## src/rtl/int_ctrl_pkg.sv

```systemverilog
`default_nettype none
// ============================================================================
//  Module      : int_ctrl_pkg
//  Description : Shared constants and helpers for the int_ctrl interrupt
//                controller (register offsets, reset values, counter helper).
//  Revision    : 1.0 - initial release
// ============================================================================
package int_ctrl_pkg;

  localparam int N_SRC_DEF = 6;

  // Word offsets inside the 16-byte register window
  localparam logic [3:0] OFF_ACK   = 4'h0;
  localparam logic [3:0] OFF_MASK  = 4'h4;
  localparam logic [3:0] OFF_MODE  = 4'h8;
  localparam logic [3:0] OFF_COUNT = 4'hC;

  // Reset values, wide enough for any N_SRC; the top slices what it needs
  localparam logic [31:0] MASK_RST = 32'hffff_ffff;
  localparam logic [31:0] MODE_RST = 32'h0000_0000;

  localparam logic [15:0] COUNT_MAX = 16'hffff;

  // Saturating increment for the set-event counter
  function automatic logic [15:0] sat_inc(input logic [15:0] v);
    return (v == COUNT_MAX) ? v : v + 16'd1;
  endfunction

endpackage : int_ctrl_pkg
`default_nettype wire

```

## src/rtl/int_ctrl_if.sv

```systemverilog
`default_nettype none
// ============================================================================
//  Module      : int_ctrl_if
//  Description : Bridge-side bus and interrupt signals of int_ctrl. The
//                master drives the bridge access and raw sources; the slave
//                (controller) returns read data, hit and the HWInt vector.
//  Revision    : 1.0 - initial release
// ============================================================================
interface int_ctrl_if
  import int_ctrl_pkg::*;
#(
  parameter int N_SRC = N_SRC_DEF
);

  logic [N_SRC-1:0] src_irq;
  logic [31:0]      addr;
  logic [31:0]      wdata;
  logic [3:0]       byteen;
  logic [31:0]      rdata;
  logic             hit;
  logic [N_SRC-1:0] hwint;

  modport master (
    output src_irq, addr, wdata, byteen,
    input  rdata, hit, hwint
  );

  modport slave (
    input  src_irq, addr, wdata, byteen,
    output rdata, hit, hwint
  );

endinterface : int_ctrl_if
`default_nettype wire

```

## src/rtl/int_src_cell.sv

```systemverilog
`default_nettype none
// ============================================================================
//  Module      : int_src_cell
//  Description : One interrupt source: previous-sample flop, edge/level
//                select and a pending flop where a set beats a clear.
//                set_event flags a set that raises pending from 0 to 1.
//  Revision    : 1.0 - initial release
// ============================================================================
module int_src_cell
  import int_ctrl_pkg::*;
(
  input  wire logic clk,
  input  wire logic reset,
  input  wire logic src_irq,
  input  wire logic mode,       // 1 = edge, 0 = level
  input  wire logic clr,
  output logic      pending,
  output logic      set_event
);

  logic r_src_prev;
  logic r_pending;
  logic w_set;

  // Edge mode reacts only to a low-to-high transition; level mode follows the line
  always_comb begin
    w_set     = mode ? (src_irq & ~r_src_prev) : src_irq;
    set_event = w_set & ~r_pending;
  end

  // Source history and pending state; set has priority over clear
  always_ff @(posedge clk) begin
    if (reset) begin
      r_src_prev <= 1'b0;
      r_pending  <= 1'b0;
    end else begin
      r_src_prev <= src_irq;
      r_pending  <= w_set | (r_pending & ~clr);
    end
  end

  assign pending = r_pending;

endmodule : int_src_cell
`default_nettype wire

```

## src/rtl/int_ctrl.sv

```systemverilog
`default_nettype none
// ============================================================================
//  Module      : int_ctrl
//  Description : Memory-mapped interrupt controller feeding CP0 HWInt.
//                Holds address decode, MASK/MODE/COUNT registers, the read
//                mux and one int_src_cell per source.
//  Revision    : 1.0 - initial release
// ============================================================================
module int_ctrl
  import int_ctrl_pkg::*;
#(
  parameter logic [31:0] BASE_ADDR = 32'h0000_7f20,
  parameter int          N_SRC     = N_SRC_DEF
)(
  input  wire logic  clk,
  input  wire logic  reset,
  int_ctrl_if.slave  bus
);

  logic [N_SRC-1:0] r_mask;
  logic [N_SRC-1:0] r_mode;
  logic [15:0]      r_count;

  logic             w_hit;
  logic             w_store;
  logic [3:0]       w_off;
  logic             w_ack_wr;
  logic             w_mask_wr;
  logic             w_mode_wr;
  logic             w_count_wr;
  logic [N_SRC-1:0] w_clr;
  logic [N_SRC-1:0] w_pending;
  logic [N_SRC-1:0] w_set_event;
  logic [31:0]      w_rdata;

  // Byte lanes inside a word carry no meaning here; only the upper data bits
  // beyond the source count are ignored as well
  logic w_unused;
  assign w_unused = &{1'b0, bus.addr[1:0], bus.wdata[31:N_SRC]};

  // Address decode and write strobes; a zero ack mask means "clear everything"
  always_comb begin
    w_hit      = (bus.addr[31:4] == BASE_ADDR[31:4]);
    w_store    = w_hit & (|bus.byteen);
    w_off      = {bus.addr[3:2], 2'b00};
    w_ack_wr   = w_store & (w_off == OFF_ACK);
    w_mask_wr  = w_store & (w_off == OFF_MASK)  & bus.byteen[0];
    w_mode_wr  = w_store & (w_off == OFF_MODE)  & bus.byteen[0];
    w_count_wr = w_store & (w_off == OFF_COUNT);
    w_clr      = '0;
    if (w_ack_wr) begin
      w_clr = (bus.wdata[N_SRC-1:0] == '0) ? {N_SRC{1'b1}} : bus.wdata[N_SRC-1:0];
    end
  end

  generate
    for (genvar gi = 0; gi < N_SRC; gi++) begin : g_src
      int_src_cell u_cell (
        .clk       (clk),
        .reset     (reset),
        .src_irq   (bus.src_irq[gi]),
        .mode      (r_mode[gi]),
        .clr       (w_clr[gi]),
        .pending   (w_pending[gi]),
        .set_event (w_set_event[gi])
      );
    end
  endgenerate

  // MASK and MODE registers, written from the low byte lane only
  always_ff @(posedge clk) begin
    if (reset) begin
      r_mask <= MASK_RST[N_SRC-1:0];
      r_mode <= MODE_RST[N_SRC-1:0];
    end else begin
      if (w_mask_wr) r_mask <= bus.wdata[N_SRC-1:0];
      if (w_mode_wr) r_mode <= bus.wdata[N_SRC-1:0];
    end
  end

  // Saturating count of 0->1 pending transitions; a write clears and wins
  always_ff @(posedge clk) begin
    if (reset) begin
      r_count <= 16'd0;
    end else if (w_count_wr) begin
      r_count <= 16'd0;
    end else if (|w_set_event) begin
      r_count <= sat_inc(r_count);
    end
  end

  // Combinational read mux, zero outside the window
  always_comb begin
    w_rdata = '0;
    if (w_hit) begin
      case (w_off)
        OFF_ACK:   w_rdata[N_SRC-1:0] = w_pending;
        OFF_MASK:  w_rdata[N_SRC-1:0] = r_mask;
        OFF_MODE:  w_rdata[N_SRC-1:0] = r_mode;
        OFF_COUNT: w_rdata[15:0]      = r_count;
        default:   w_rdata            = '0;
      endcase
    end
  end

  assign bus.rdata = w_rdata;
  assign bus.hit   = w_hit;
  assign bus.hwint = w_pending & r_mask;

endmodule : int_ctrl
`default_nettype wire

```

## src/flat_wrapper.sv

```systemverilog
// flat-port wrapper written by rule: the top's interface ports become plain ports
module int_ctrl_flat import int_ctrl_pkg::*;
#(
  parameter logic [31:0] BASE_ADDR = 32'h0000_7f20,
  parameter int          N_SRC     = N_SRC_DEF
)
  (clk, reset, bus_src_irq, bus_addr, bus_wdata, bus_byteen, bus_rdata, bus_hit, bus_hwint);
  int_ctrl_if #(.N_SRC(N_SRC)) bus_i ();
  input  wire logic clk;
  input  wire logic reset;
  input wire logic [$bits(bus_i.src_irq)-1:0] bus_src_irq;
  input wire logic [$bits(bus_i.addr)-1:0] bus_addr;
  input wire logic [$bits(bus_i.wdata)-1:0] bus_wdata;
  input wire logic [$bits(bus_i.byteen)-1:0] bus_byteen;
  output wire logic [$bits(bus_i.rdata)-1:0] bus_rdata;
  output wire logic [$bits(bus_i.hit)-1:0] bus_hit;
  output wire logic [$bits(bus_i.hwint)-1:0] bus_hwint;
  assign bus_i.src_irq = bus_src_irq;
  assign bus_i.addr = bus_addr;
  assign bus_i.wdata = bus_wdata;
  assign bus_i.byteen = bus_byteen;
  assign bus_rdata = bus_i.rdata;
  assign bus_hit = bus_i.hit;
  assign bus_hwint = bus_i.hwint;
  int_ctrl #(.BASE_ADDR(BASE_ADDR), .N_SRC(N_SRC)) u_core (.clk(clk), .reset(reset), .bus(bus_i));
endmodule
```

## config.mk

```make
export PLATFORM = sky130hd
export DESIGN_NAME = int_ctrl_flat
export DESIGN_NICKNAME = d
export VERILOG_FILES = /design/src/rtl/int_ctrl_pkg.sv /design/src/rtl/int_ctrl_if.sv /design/src/rtl/int_src_cell.sv /design/src/rtl/int_ctrl.sv /design/src/flat_wrapper.sv
export SDC_FILE = /design/constraint.sdc
export NUM_CORES = 1
export LEC_CHECK = 0
export CORE_ASPECT_RATIO = 1.25
export CORE_MARGIN = 5
export CORE_UTILIZATION = 31
export CTS_CLUSTER_SIZE = 16
export DETAILED_ROUTE_END_ITERATION = 8
export PLACE_DENSITY_LB_ADDON = 0.12
export REMOVE_ABC_BUFFERS = 1
export SYNTH_ARGS = -nofsm -noshare
export SYNTH_HDL_FRONTEND = slang
export SYNTH_SLANG_ARGS = --single-unit
```

## constraint.sdc

```tcl
create_clock -name clk -period 4.05 [get_ports clk]
set_clock_uncertainty 0.2 [all_clocks]
set_input_delay 0.81 -clock clk [delete_from_list [all_inputs] [get_ports clk]]
set_output_delay 0.81 -clock clk [all_outputs]
set_load 0.1 [all_outputs]
```

---- After elaboration in Yosys (flattened, before gate mapping) ----
Index checks and enable logic that the tools add are counted.
operators by class
  $add $sub $neg .......................... 1
  equality and inequality tests ........... 5
  muxes and demuxes ....................... 11
  bitwise operators ....................... 51
  reduce and logical (&&, ||, !) cells .... 7
operators by type and width
  operator               number
  $eq 28x11->1 const B   1
  $and 1x1->1            25
  $pmux 6 s4             1
  $not 1->1              19
  $add 16x1->16 const B  1
  $eq 16x16->1 const B   1
  $mux 16                1
  $mux 6                 2
  $mux 10                1
  $and 6x6->6            1
  $logic_not 6->1        1
  $mux 1                 6
  $or 1x1->1             6
  $reduce_or 6->1        1
  $eq 2x2->1 const B     2
  $logic_not 4->1        1
  $reduce_or 4->1        1
  $eq 2x1->1 const B     1
  $logic_not 2->1        1
  $reduce_and 2->1       1
  $reduce_or 2->1        1
word-level totals
  register bits ........................... 40
  input port bits ......................... 76
  word-level logic and storage cells ...... 90

---- Depth between registers and ports, before layout ----
Gate-level depths: netlist of run 1.
  depth in word-level cells ............... 7
  mapped depth ............................ 7
  mapped depth without buffers ............ 6

---- Hierarchy ----
From an unflattened synthesis of run 1, not the netlist that was laid out.
unflattened totals
  cells, all modules ...................... 258
  area total of the unflattened synthesis .. 2,324.7 um^2
by module, submodules not included
  module        times used  cells each  area an instance (um^2)  seq. area each (um^2)
  int_ctrl      1           216         1,874.3                  560.5
  int_src_cell  6           7           75.1                     40.0

---- Least setup slack after synthesis of run 1 ----
OpenSTA, ideal clock, no wires.
  path type ............................... in2out
  from .................................... input port bus_addr[17]
  to ...................................... output port bus_rdata[10]
  arrival ................................. 3,836 ps
  required time ........................... 3,040 ps
  setup slack ............................. -796 ps
  stages on the path ...................... 5
  path buffers ............................ 1
  cell sequence ........................... nor4b_2 nand4_2 or2_1 clkbuf_1 nor3_1
on the way
  longest elaborated chain between the ends .. 2
RTL lines
  item          RTL line            text
  from (decl)   flat_wrapper.sv:12  input wire logic [$bits(bus_i.addr)-1:0] bus_addr;
  $eq 28x11->1  int_ctrl.sv:43      w_hit = (bus.addr[31:4] == BASE_ADDR[31:4]);
  $mux 16       int_ctrl.sv:95      if (w_hit) begin
  to (decl)     flat_wrapper.sv:15  output wire logic [$bits(bus_i.rdata)-1:0] bus_rdata;
Every way passes these cells.

---- Worst setup path after layout of run 1 ----
Ends and elaborated chain as after synthesis.

==> impl_metrics.csv, run 1 <==
group,metric,value,unit
synthesis,yosysWarningCount,0,
floorplanning,floorplan.die.width,88.5,um
route,drt.antenna.violating_nets,0,
route,routed_via_density,5.06,
route,initialDrtViolationCount,90,
synthesis,yosys.area_share.adder,0.00524,
setup_path,worst_ep_arrival_time,2.69,ns
route,drc,0,
min_path,min_path_cells,2,
sta,timing.final.ws_setup,0.350,ns
pwr,vdd_drop_max,190,uV
route,wl_per_cell,15.2,um
synthesis,ys_ff_latch,40,
floorplanning,design.die.area,9570,um2
placement,numPlacedInstances,438,
setup_path,crit_required,3.04,ns
synthesis,synth_cell_types,52,
synthesis,share_of_the_synthesized_area_in_compound_gates_ao_oa_aoi_oai,0.133,
synthesis,post_synth_and_or_nand_nor_area_fraction,0.353,
placement,gp_routability_congestion,0.802,
global_routing,grt_first_pass_wirelength,11100,um
floorplanning,initial_utilization,0.321,
clock_network,cts_resized,0,
synthesis,dominant_combinational_cell_family_by_area_after_synthesis,"simple AND/OR/NAND/NOR gates",
sta,rsz0062_at_grt,"false",
sta,totalNegativeSetupSlack,0,ns
floorplanning,fp-row-count,35,
sta,finalCriticalPeriod,3.70,ns
route,totalWireLength,6800,um
sta,max_slew_margin,0.344,
sta,worstMarginPinSlew,0.980,ns
sta,layout_worst_path_cycle_share,0.914,
cells_and_area,final_util,0.462,
route,num_vias,2255,
synthesis,proportion_of_synthesized_area_in_mux_cells,0.0833,
cells_and_area,design_area,3440,um2
synthesis,avgSynthCellArea,8.59,um2
clock_network,cts-root-to-sink-buffers,2,
cells_and_area,antenna_cells,0,
sta,max_freq,270,MHz
setup_path,criticalPathCategory,"in -> out",
synthesis,synth_flop_cell,"sky130_fd_sc_hd__dfxtp_1",
clock_network,post-cts-setup-buffer-count,0,
pwr,power_per_standard_cell_area,285,nW/um2
cells_and_area,fin_cells,446,
clock_network,tritoncts_buffer_count,5,
sta,final.hold.worst_slack,0.294,ns
placement,detailed_place_hpwl,5300,um
synthesis,synthesis.area,2390,um2
global_routing,aggregate_global_routing_overflow,0,
setup_path,start_kind,"primary input",
placement,place_worst_setup_slack,0.312,ns
cells_and_area,layout_cells_sized_above_1,0.147,
run,cap_viol_max_count,0,
setup_path,timing.reg2reg.worst_path_depth,5,
synthesis,synth-edff-count,0,
route,drtPass1Iterations,4,
clock_network,clk-insertion-delay-late,0.29,ns
clock_network,clockRootBuffer,"sky130_fd_sc_hd__clkbuf_8",
clock_network,cts.clk_slew.worst_paths,0.08,ns
synthesis,gate_count_post_synth,278,
clock_network,clock-sinks,40,
floorplanning,core_area,7440,um2
floorplanning,die_h,108,um
clock_network,cts-htree-levels,2,
global_routing,grt_antenna_before_repair,0,
global_routing,grt_max_degree,31,
setup_path,worstSetupEndpointType,"output port",
setup_path,worst-path-max-fanout,9,
clock_network,cts_hold_buffers,0,
status,outcome,"complete, no violations",
cells_and_area,area_growth_syn_to_layout,44.0,%
clock_network,cts_tree,"built",
synthesis,seq_area_frac_synth,0.335,
placement,placed_cell_area,3330,um2
global_routing,globalRouteTotalUtil,0.147,
min_path,min_path_type,"reg -> reg",
floorplanning,num_ports,115,
cells_and_area,fillers,754,
global_routing,number_of_global_route_vias_before_repair,2211,
pwr,leakagePower,1.22,nW
sta,slew_viol_final,0,
synthesis,synthArstFlopShare,0,
sta,hold_viol_final,0,
placement,buffer_ports.inserted,70,
pwr,power.total,0.979,mW
synthesis,synth_xor_area_frac,0.00367,
sta,timing.final.setup_violations,0,
cells_and_area,nets,430,
[cell families after synthesis]
kind of cell / after synthesis
and+or+nand+nor: 139
AOI/OAI and AO/OA: 49
DFF: 40
buffers and inverters: 35
muxes: 12
adders and majority gates: 1
other: 1
xor gates and xnor gates: 1
[worst paths after layout]
| check | slack (ns) | start | end |
|---|---|---|---|
| hold / removal | 0.29 | u_core.r_count[9] | u_core.r_count[9] |
| hold reg to reg | 0.29 | u_core.r_count[9] | u_core.r_count[9] |
| setup / recovery | 0.35 | bus_addr[17] | bus_rdata[10] |
| setup reg to reg | 1.90 | u_core.r_count[0] | u_core.r_count[12] |
[worst max-delay path: stages]
cell and delay [ns]:
sky130_fd_sc_hd__clkdlybuf4s50_1 0.41, sky130_fd_sc_hd__nor4b_2 0.30, sky130_fd_sc_hd__nand4_2 0.14, sky130_fd_sc_hd__or2_1 0.39
sky130_fd_sc_hd__nor3_1 0.41, sky130_fd_sc_hd__buf_12 0.23
[state kept, by name (all words and copies together), names as in the netlist]
register	cells
u_core.r_count	16
u_core.g_src.u_cell.pending	6
u_core.g_src.u_cell.r_src_prev	6
u_core.r_mask	6
u_core.r_mode	6
[placed cells by master (no fill, tap or decap), types with 2 or more instances in the layout]
cell	netlist	final
sky130_fd_sc_hd__inv_1	8	8
sky130_fd_sc_hd__nand2b_1	4	4
sky130_fd_sc_hd__a21boi_1	2	2
sky130_fd_sc_hd__and2_1	15	15
sky130_fd_sc_hd__nor4_2	2	2
sky130_fd_sc_hd__or3_1	6	6
sky130_fd_sc_hd__nand3_1	5	5
sky130_fd_sc_hd__mux4_2	5	5
sky130_fd_sc_hd__a21oi_1	19	19
sky130_fd_sc_hd__a32o_1	2	2
sky130_fd_sc_hd__a311oi_1	2	2
sky130_fd_sc_hd__buf_4	18	10
sky130_fd_sc_hd__buf_12	0	17
sky130_fd_sc_hd__nor3_1	16	16
sky130_fd_sc_hd__nor4_1	5	5
sky130_fd_sc_hd__o21ai_0	4	4
sky130_fd_sc_hd__or4_1	9	9
sky130_fd_sc_hd__o21ai_1	3	3
sky130_fd_sc_hd__nor2_1	23	23
sky130_fd_sc_hd__clkdlybuf4s50_1	0	53
sky130_fd_sc_hd__conb_1	1	16
sky130_fd_sc_hd__dfxtp_1	40	40
sky130_fd_sc_hd__nand2_1	18	18
sky130_fd_sc_hd__clkbuf_8	0	5
sky130_fd_sc_hd__nor2b_1	14	14
sky130_fd_sc_hd__nand4_1	7	7
sky130_fd_sc_hd__nor3_2	2	2
sky130_fd_sc_hd__o31ai_1	9	9
sky130_fd_sc_hd__mux2i_1	6	6
[cell type report]
type                    count  area (um2)  share of cell area
clock buffers               6        72.6              0.0211
multi-input cells         218        1440               0.419
flip-flops and latches     40         801               0.233
clock inverters             2        35.0              0.0102
well taps                  92         115              0.0335
inverters                   8        30.0             0.00873
repair buffers             80         946               0.275
[metal layers]
metal	global-route usage	vias up	wire length [um]
met5	0	-	0
met4	0.0356	0	61
met3	0.0267	6	221
met2	0.266	44	3670
met1	0.178	1066	2850
li1	-	1139	-
[synth_stat cells, drive strengths merged, types with 9 or more instances]
library cell / count / area, um2
dfxtp: 40 / 801
nor2: 23 / 86.3
buf: 22 / 155
a21oi: 20 / 104
nand2: 19 / 78.8
nor3: 18 / 100
and2: 15 / 93.8
nor2b: 14 / 87.6
or4: 10 / 78.8
o31ai: 9 / 67.6
[where the power goes]
part | leakage [nW] | internal [mW] | switching (mW)
Combinational | 0.835 | 0.0815 | 0.153
Clock | 0.0552 | 0.183 | 0.145
Sequential | 0.327 | 0.405 | 0.0117
Total | 1.22 | 0.669 | 0.310
(Power assumes the default switching activity.)
==> run 2: changes to the inputs <==
--- a/config.mk
+++ b/config.mk
@@ -10,6 +10,7 @@
 export CORE_UTILIZATION = 31
 export CTS_CLUSTER_SIZE = 16
 export DETAILED_ROUTE_END_ITERATION = 8
+export MAX_ROUTING_LAYER = met4
 export PLACE_DENSITY_LB_ADDON = 0.12
 export REMOVE_ABC_BUFFERS = 1
 export SYNTH_ARGS = -nofsm -noshare
==> impl_metrics.csv, run 2 (synthesis gave the netlist of run 1 again) <==
group,metric,value,unit
status,outcome,"complete, no violations",
clock_network,tritoncts_buffer_count,5,
setup_path,start_kind,"primary input",
floorplanning,num_ports,115,
placement,gp_routability_congestion,0.814,
sta,max_freq,269,MHz
clock_network,clockRootBuffer,"sky130_fd_sc_hd__clkbuf_8",
route,drtPass1Iterations,4,
placement,detailed_place_hpwl,5300,um
clock_network,clock-sinks,40,
cells_and_area,max_flop_register,"u_core.r_count",
route,drt.antenna.violating_nets,0,
sta,finalCriticalPeriod,3.72,ns
min_path,min_path_type,"reg -> reg",
route,wl_per_cell,15.4,um
cells_and_area,final_util,0.462,
floorplanning,fp-row-count,35,
sta,final.hold.worst_slack,0.294,ns
setup_path,criticalPathCategory,"in -> out",
run,cap_viol_max_count,0,
sta,worstMarginPinSlew,0.982,ns
placement,numPlacedInstances,438,
floorplanning,floorplan.die.width,88.5,um
pwr,power.total,0.979,mW
clock_network,cts_tree,"built",
cells_and_area,commonest_cells_after_routing_fill_and_taps_aside,"sky130_fd_sc_hd__clkdlybuf4s50_1 (53), sky130_fd_sc_hd__dfxtp_1 (40), sky130_fd_sc_hd__nor2_1 (23)",
setup_path,worst-path-max-fanout,9,
global_routing,globalRouteTotalUtil,0.151,
sta,timing.final.ws_setup,0.333,ns
placement,buffer_ports.inserted,70,
route,drc,0,
setup_path,crit_required,3.04,ns
floorplanning,initial_utilization,0.321,
sta,layout_worst_path_cycle_share,0.918,
setup_path,worstSetupEndpointType,"output port",
cells_and_area,area_growth_syn_to_layout,44.0,%
global_routing,grt_first_pass_wirelength,11100,um
sta,hold_viol_final,0,
cells_and_area,number_of_flip_flops_in_the_largest_register,16,
placement,place_worst_setup_slack,0.312,ns
floorplanning,design.die.area,9570,um2
route,initialDrtViolationCount,115,
clock_network,clk-insertion-delay-late,0.29,ns
pwr,vdd_drop_max,189,uV
cells_and_area,fin_cells,446,
setup_path,worst_path_dominant_cell_family,"simple AND/OR/NAND/NOR gates",
clock_network,cts_hold_buffers,0,
setup_path,cp_num_buf_inv,2,
setup_path,slowest_delay,0.42,ns
cells_and_area,nets,430,
floorplanning,die_h,108,um
cells_and_area,mostFrequentLayoutCell,"sky130_fd_sc_hd__clkdlybuf4s50_1",
global_routing,grt_antenna_before_repair,0,
clock_network,post-cts-setup-buffer-count,0,
setup_path,critPathSlowestCell,"sky130_fd_sc_hd__nor3_1",
setup_path,crit_path_cell_trace,"clkdlybuf4s50_1 > nor4b_2 > nand4_2 > or2_1 > nor3_1 > buf_12",
setup_path,worst_ep_arrival_time,2.71,ns
pwr,leakagePower,1.22,nW
global_routing,number_of_global_route_vias_before_repair,2213,
route,totalWireLength,6850,um
route,routed_via_density,5.08,
clock_network,cts.clk_slew.worst_paths,0.08,ns
clock_network,cts-htree-levels,2,
global_routing,aggregate_global_routing_overflow,0,
floorplanning,core_area,7440,um2
clock_network,cts-root-to-sink-buffers,2,
sta,rsz0062_at_grt,"false",
route,num_vias,2266,
sta,max_slew_margin,0.344,
cells_and_area,layout_cells_sized_above_1,0.147,
clock_network,cts_resized,0,
pwr,power_per_standard_cell_area,285,nW/um2
sta,slew_viol_final,0,
cells_and_area,antenna_cells,0,
global_routing,grt_max_degree,31,
sta,timing.final.setup_violations,0,
-- run 2: cell counts in the layout (fill, tap and decap cells not counted) --
No cell type changed its count.
-- run 2: worst paths after layout --
kind                           from                 end  slack, ns  cells past startpoint
setup / recovery       bus_addr[17]       bus_rdata[10]       0.33                      6
setup reg to reg  u_core.r_count[0]  u_core.r_count[12]       1.90                      5
hold reg to reg   u_core.r_count[9]   u_core.r_count[9]       0.29                      2
hold / removal    u_core.r_count[9]   u_core.r_count[9]       0.29                      2
-- run 2: area by class of cell --
| cell class | instances | area, um2 |
|---|---|---|
| repair buffers | 80 | 946 |
| multi-input cells | 218 | 1440 |
| clock buffers | 6 | 72.6 |
| well taps | 92 | 115 |
| fillers | 754 | 4010 |
| clock inverters | 2 | 35.0 |
| flip-flops and latches | 40 | 801 |
| inverters | 8 | 30.0 |
-- run 2: per-stage QoR --
step,TNS (ns),cell area (um2)
2_1_floorplan,-1.45,2270
3_3_place_gp,0,3330
3_5_place_dp,0,3330
4_1_cts,0,3440
5_1_grt,0,3440
6_report,0,3440
-- run 2: tightest hold or removal path, cell delays in order (launching register included) --
cell	delay, ns
sky130_fd_sc_hd__dfxtp_1	0.33
sky130_fd_sc_hd__o31ai_1	0.07
sky130_fd_sc_hd__a21oi_1	0.05
-- run 2: layer usage --
layer  part of all wire  track usage
met1               0.42        0.178
met2               0.54        0.266
met3              0.035       0.0259
met4             0.0085       0.0356
met5                  0            -
-- run 2: where the power goes --
| group | switching (mW) | internal [mW] | leakage (nW) | total [mW] |
|---|---|---|---|---|
| registers | 0.0117 | 0.405 | 0.327 | 0.416 |
| clock network | 0.145 | 0.183 | 0.0552 | 0.329 |
| logic | 0.153 | 0.0815 | 0.835 | 0.234 |
| total | 0.310 | 0.669 | 1.22 | 0.979 |
==> run 3: changes to the inputs <==
--- a/config.mk
+++ b/config.mk
@@ -5,9 +5,9 @@
 export SDC_FILE = /design/constraint.sdc
 export NUM_CORES = 1
 export LEC_CHECK = 0
-export CORE_ASPECT_RATIO = 1.25
 export CORE_MARGIN = 5
 export CORE_UTILIZATION = 31
+export CTS_CLUSTER_DIAMETER = 150
 export CTS_CLUSTER_SIZE = 16
 export DETAILED_ROUTE_END_ITERATION = 8
 export MAX_ROUTING_LAYER = met4
==> impl_metrics.csv, run 3 (synthesis gave the netlist of run 1 again) <==
group,metric,value,unit
pwr,power_per_standard_cell_area,270,nW/um2
floorplanning,core_area,7610,um2
cells_and_area,design_area,3450,um2
run,cap_viol_max_count,0,
global_routing,number_of_global_route_vias_before_repair,2196,
placement,placed_cell_area,3350,um2
pwr,leakagePower,1.21,nW
clock_network,clock-sinks,40,
route,totalWireLength,6640,um
pwr,vdd_drop_max,168,uV
sta,totalNegativeSetupSlack,0,ns
global_routing,aggregate_global_routing_overflow,0,
sta,hold_viol_final,0,
clock_network,cts-htree-levels,2,
setup_path,worstReg2RegEnd,"u_core.r_count[4]",
setup_path,worst_ep_arrival_time,2.65,ns
cells_and_area,commonest_cells_after_routing_fill_and_taps_aside,"sky130_fd_sc_hd__clkdlybuf4s50_1 (53), sky130_fd_sc_hd__dfxtp_1 (40), sky130_fd_sc_hd__nor2_1 (23)",
global_routing,grt_max_degree,23,
cells_and_area,layout_cells_sized_above_1,0.149,
sta,max_freq,273,MHz
setup_path,worst_setup_path_endpoint,"bus_rdata[13]",
status,outcome,"complete, no violations",
clock_network,post-cts-setup-buffer-count,0,
clock_network,cts_hold_buffers,0,
cells_and_area,area_growth_syn_to_layout,44.3,%
sta,timing.final.setup_violations,0,
clock_network,clockRootBuffer,"sky130_fd_sc_hd__clkbuf_8",
sta,final.hold.worst_slack,0.297,ns
route,wl_per_cell,14.5,um
cells_and_area,number_of_flip_flops_in_the_largest_register,16,
placement,gp_routability_congestion,0.787,
placement,detailed_place_hpwl,5310,um
global_routing,grt_first_pass_wirelength,11100,um
route,initialDrtViolationCount,92,
setup_path,timing.reg2reg.worst_path_depth,6,
clock_network,cts-root-to-sink-buffers,2,
global_routing,grt_antenna_before_repair,0,
route,drtPass1Iterations,4,
cells_and_area,mostFrequentLayoutCell,"sky130_fd_sc_hd__clkdlybuf4s50_1",
floorplanning,floorplan.die.width,97.8,um
cells_and_area,antenna_cells,0,
setup_path,worst_r2r_startpoint,"u_core.r_mode[1]",
setup_path,reg2reg_slack,1.89,ns
floorplanning,initial_utilization,0.314,
cells_and_area,final_util,0.453,
cells_and_area,seqCellArea,801,um2
clock_network,clk-insertion-delay-late,0.29,ns
min_path,min_path_type,"reg -> reg",
setup_path,worst-path-max-fanout,8,
min_path,min_from,"u_core.r_count[9]",
setup_path,worstSetupEndpointType,"output port",
cells_and_area,multiInputGateArea,1440,um2
route,drc,0,
floorplanning,die_h,97.8,um
sta,worstMarginPinSlew,0.981,ns
setup_path,start_kind,"primary input",
global_routing,globalRouteTotalUtil,0.146,
cells_and_area,fillers,770,
sta,finalCriticalPeriod,3.66,ns
placement,buffer_ports.inserted,70,
floorplanning,design.die.area,9560,um2
floorplanning,num_ports,115,
floorplanning,fp-row-count,32,
sta,max_slew_margin,0.344,
pwr,power.total,0.931,mW
setup_path,crit_path_start,"bus_addr[17]",
clock_network,cts_tree,"built",
sta,rsz0062_at_grt,"false",
cells_and_area,nets,431,
clock_network,cts.clk_slew.worst_paths,0.08,ns
route,routed_via_density,4.88,
setup_path,crit_required,3.04,ns
setup_path,criticalPathCategory,"in -> out",
clock_network,tritoncts_buffer_count,5,
sta,slew_viol_final,0,
clock_network,cts_resized,0,
sta,layout_worst_path_cycle_share,0.904,
route,drt.antenna.violating_nets,0,
route,num_vias,2230,
cells_and_area,max_flop_register,"u_core.r_count",
[run 3: where the power goes]
group / internal (mW) / switching [mW] / leakage, nW / total, mW
Combinational: 0.0810 / 0.153 / 0.839 / 0.234
Clock: 0.139 / 0.142 / 0.0445 / 0.281
Sequential: 0.405 / 0.0115 / 0.327 / 0.416
[run 3: worst min-delay path by stage]
stage	cells past startpoint	slack, ns	end
6_report	2	0.30	u_core.r_count[9]
5_1_grt	1	0.33	u_core.r_count[14]
4_1_cts	1	0.30	u_core.r_count[14]
3_5_place_dp	1	0.29	u_core.r_count[14]
3_3_place_gp	1	0.27	u_core.r_count[14]
2_1_floorplan	1	0.25	u_core.r_count[14]
[run 3: critical path, stage by stage]
cell	delay (ns)
sky130_fd_sc_hd__clkdlybuf4s50_1	0.41
sky130_fd_sc_hd__nor4b_2	0.31
sky130_fd_sc_hd__nand4_2	0.14
sky130_fd_sc_hd__buf_4	0.18
sky130_fd_sc_hd__nor3_2	0.25
sky130_fd_sc_hd__buf_4	0.19
sky130_fd_sc_hd__and2_1	0.17
sky130_fd_sc_hd__buf_12	0.18
[run 3: layer usage]
layer	track usage	vias up	share of wire
li1	-	1146	-
met1	0.181	1033	0.46
met2	0.240	44	0.49
met3	0.0321	7	0.033
met4	0.0383	0	0.013
met5	-	-	0
[run 3: area by class of cell]
class | count | share of cell area
Inverter | 8 | 0.00871
Clock buffer | 7 | 0.0251
Timing Repair Buffer | 81 | 0.277
Sequential cell | 40 | 0.232
Multi-Input combinational cell | 218 | 0.418
Clock inverter | 1 | 0.00218
Tap cell | 102 | 0.0370
[run 3: through the flow]
| step | worst slack [ns] | std cells |
|---|---|---|
| global route | 0.189 | 457 |
| finish | 0.390 | 457 |
| global placement | 0.371 | 449 |
| CTS | 0.336 | 457 |
| floorplan | -0.726 | 266 |
| detailed placement | 0.336 | 449 |
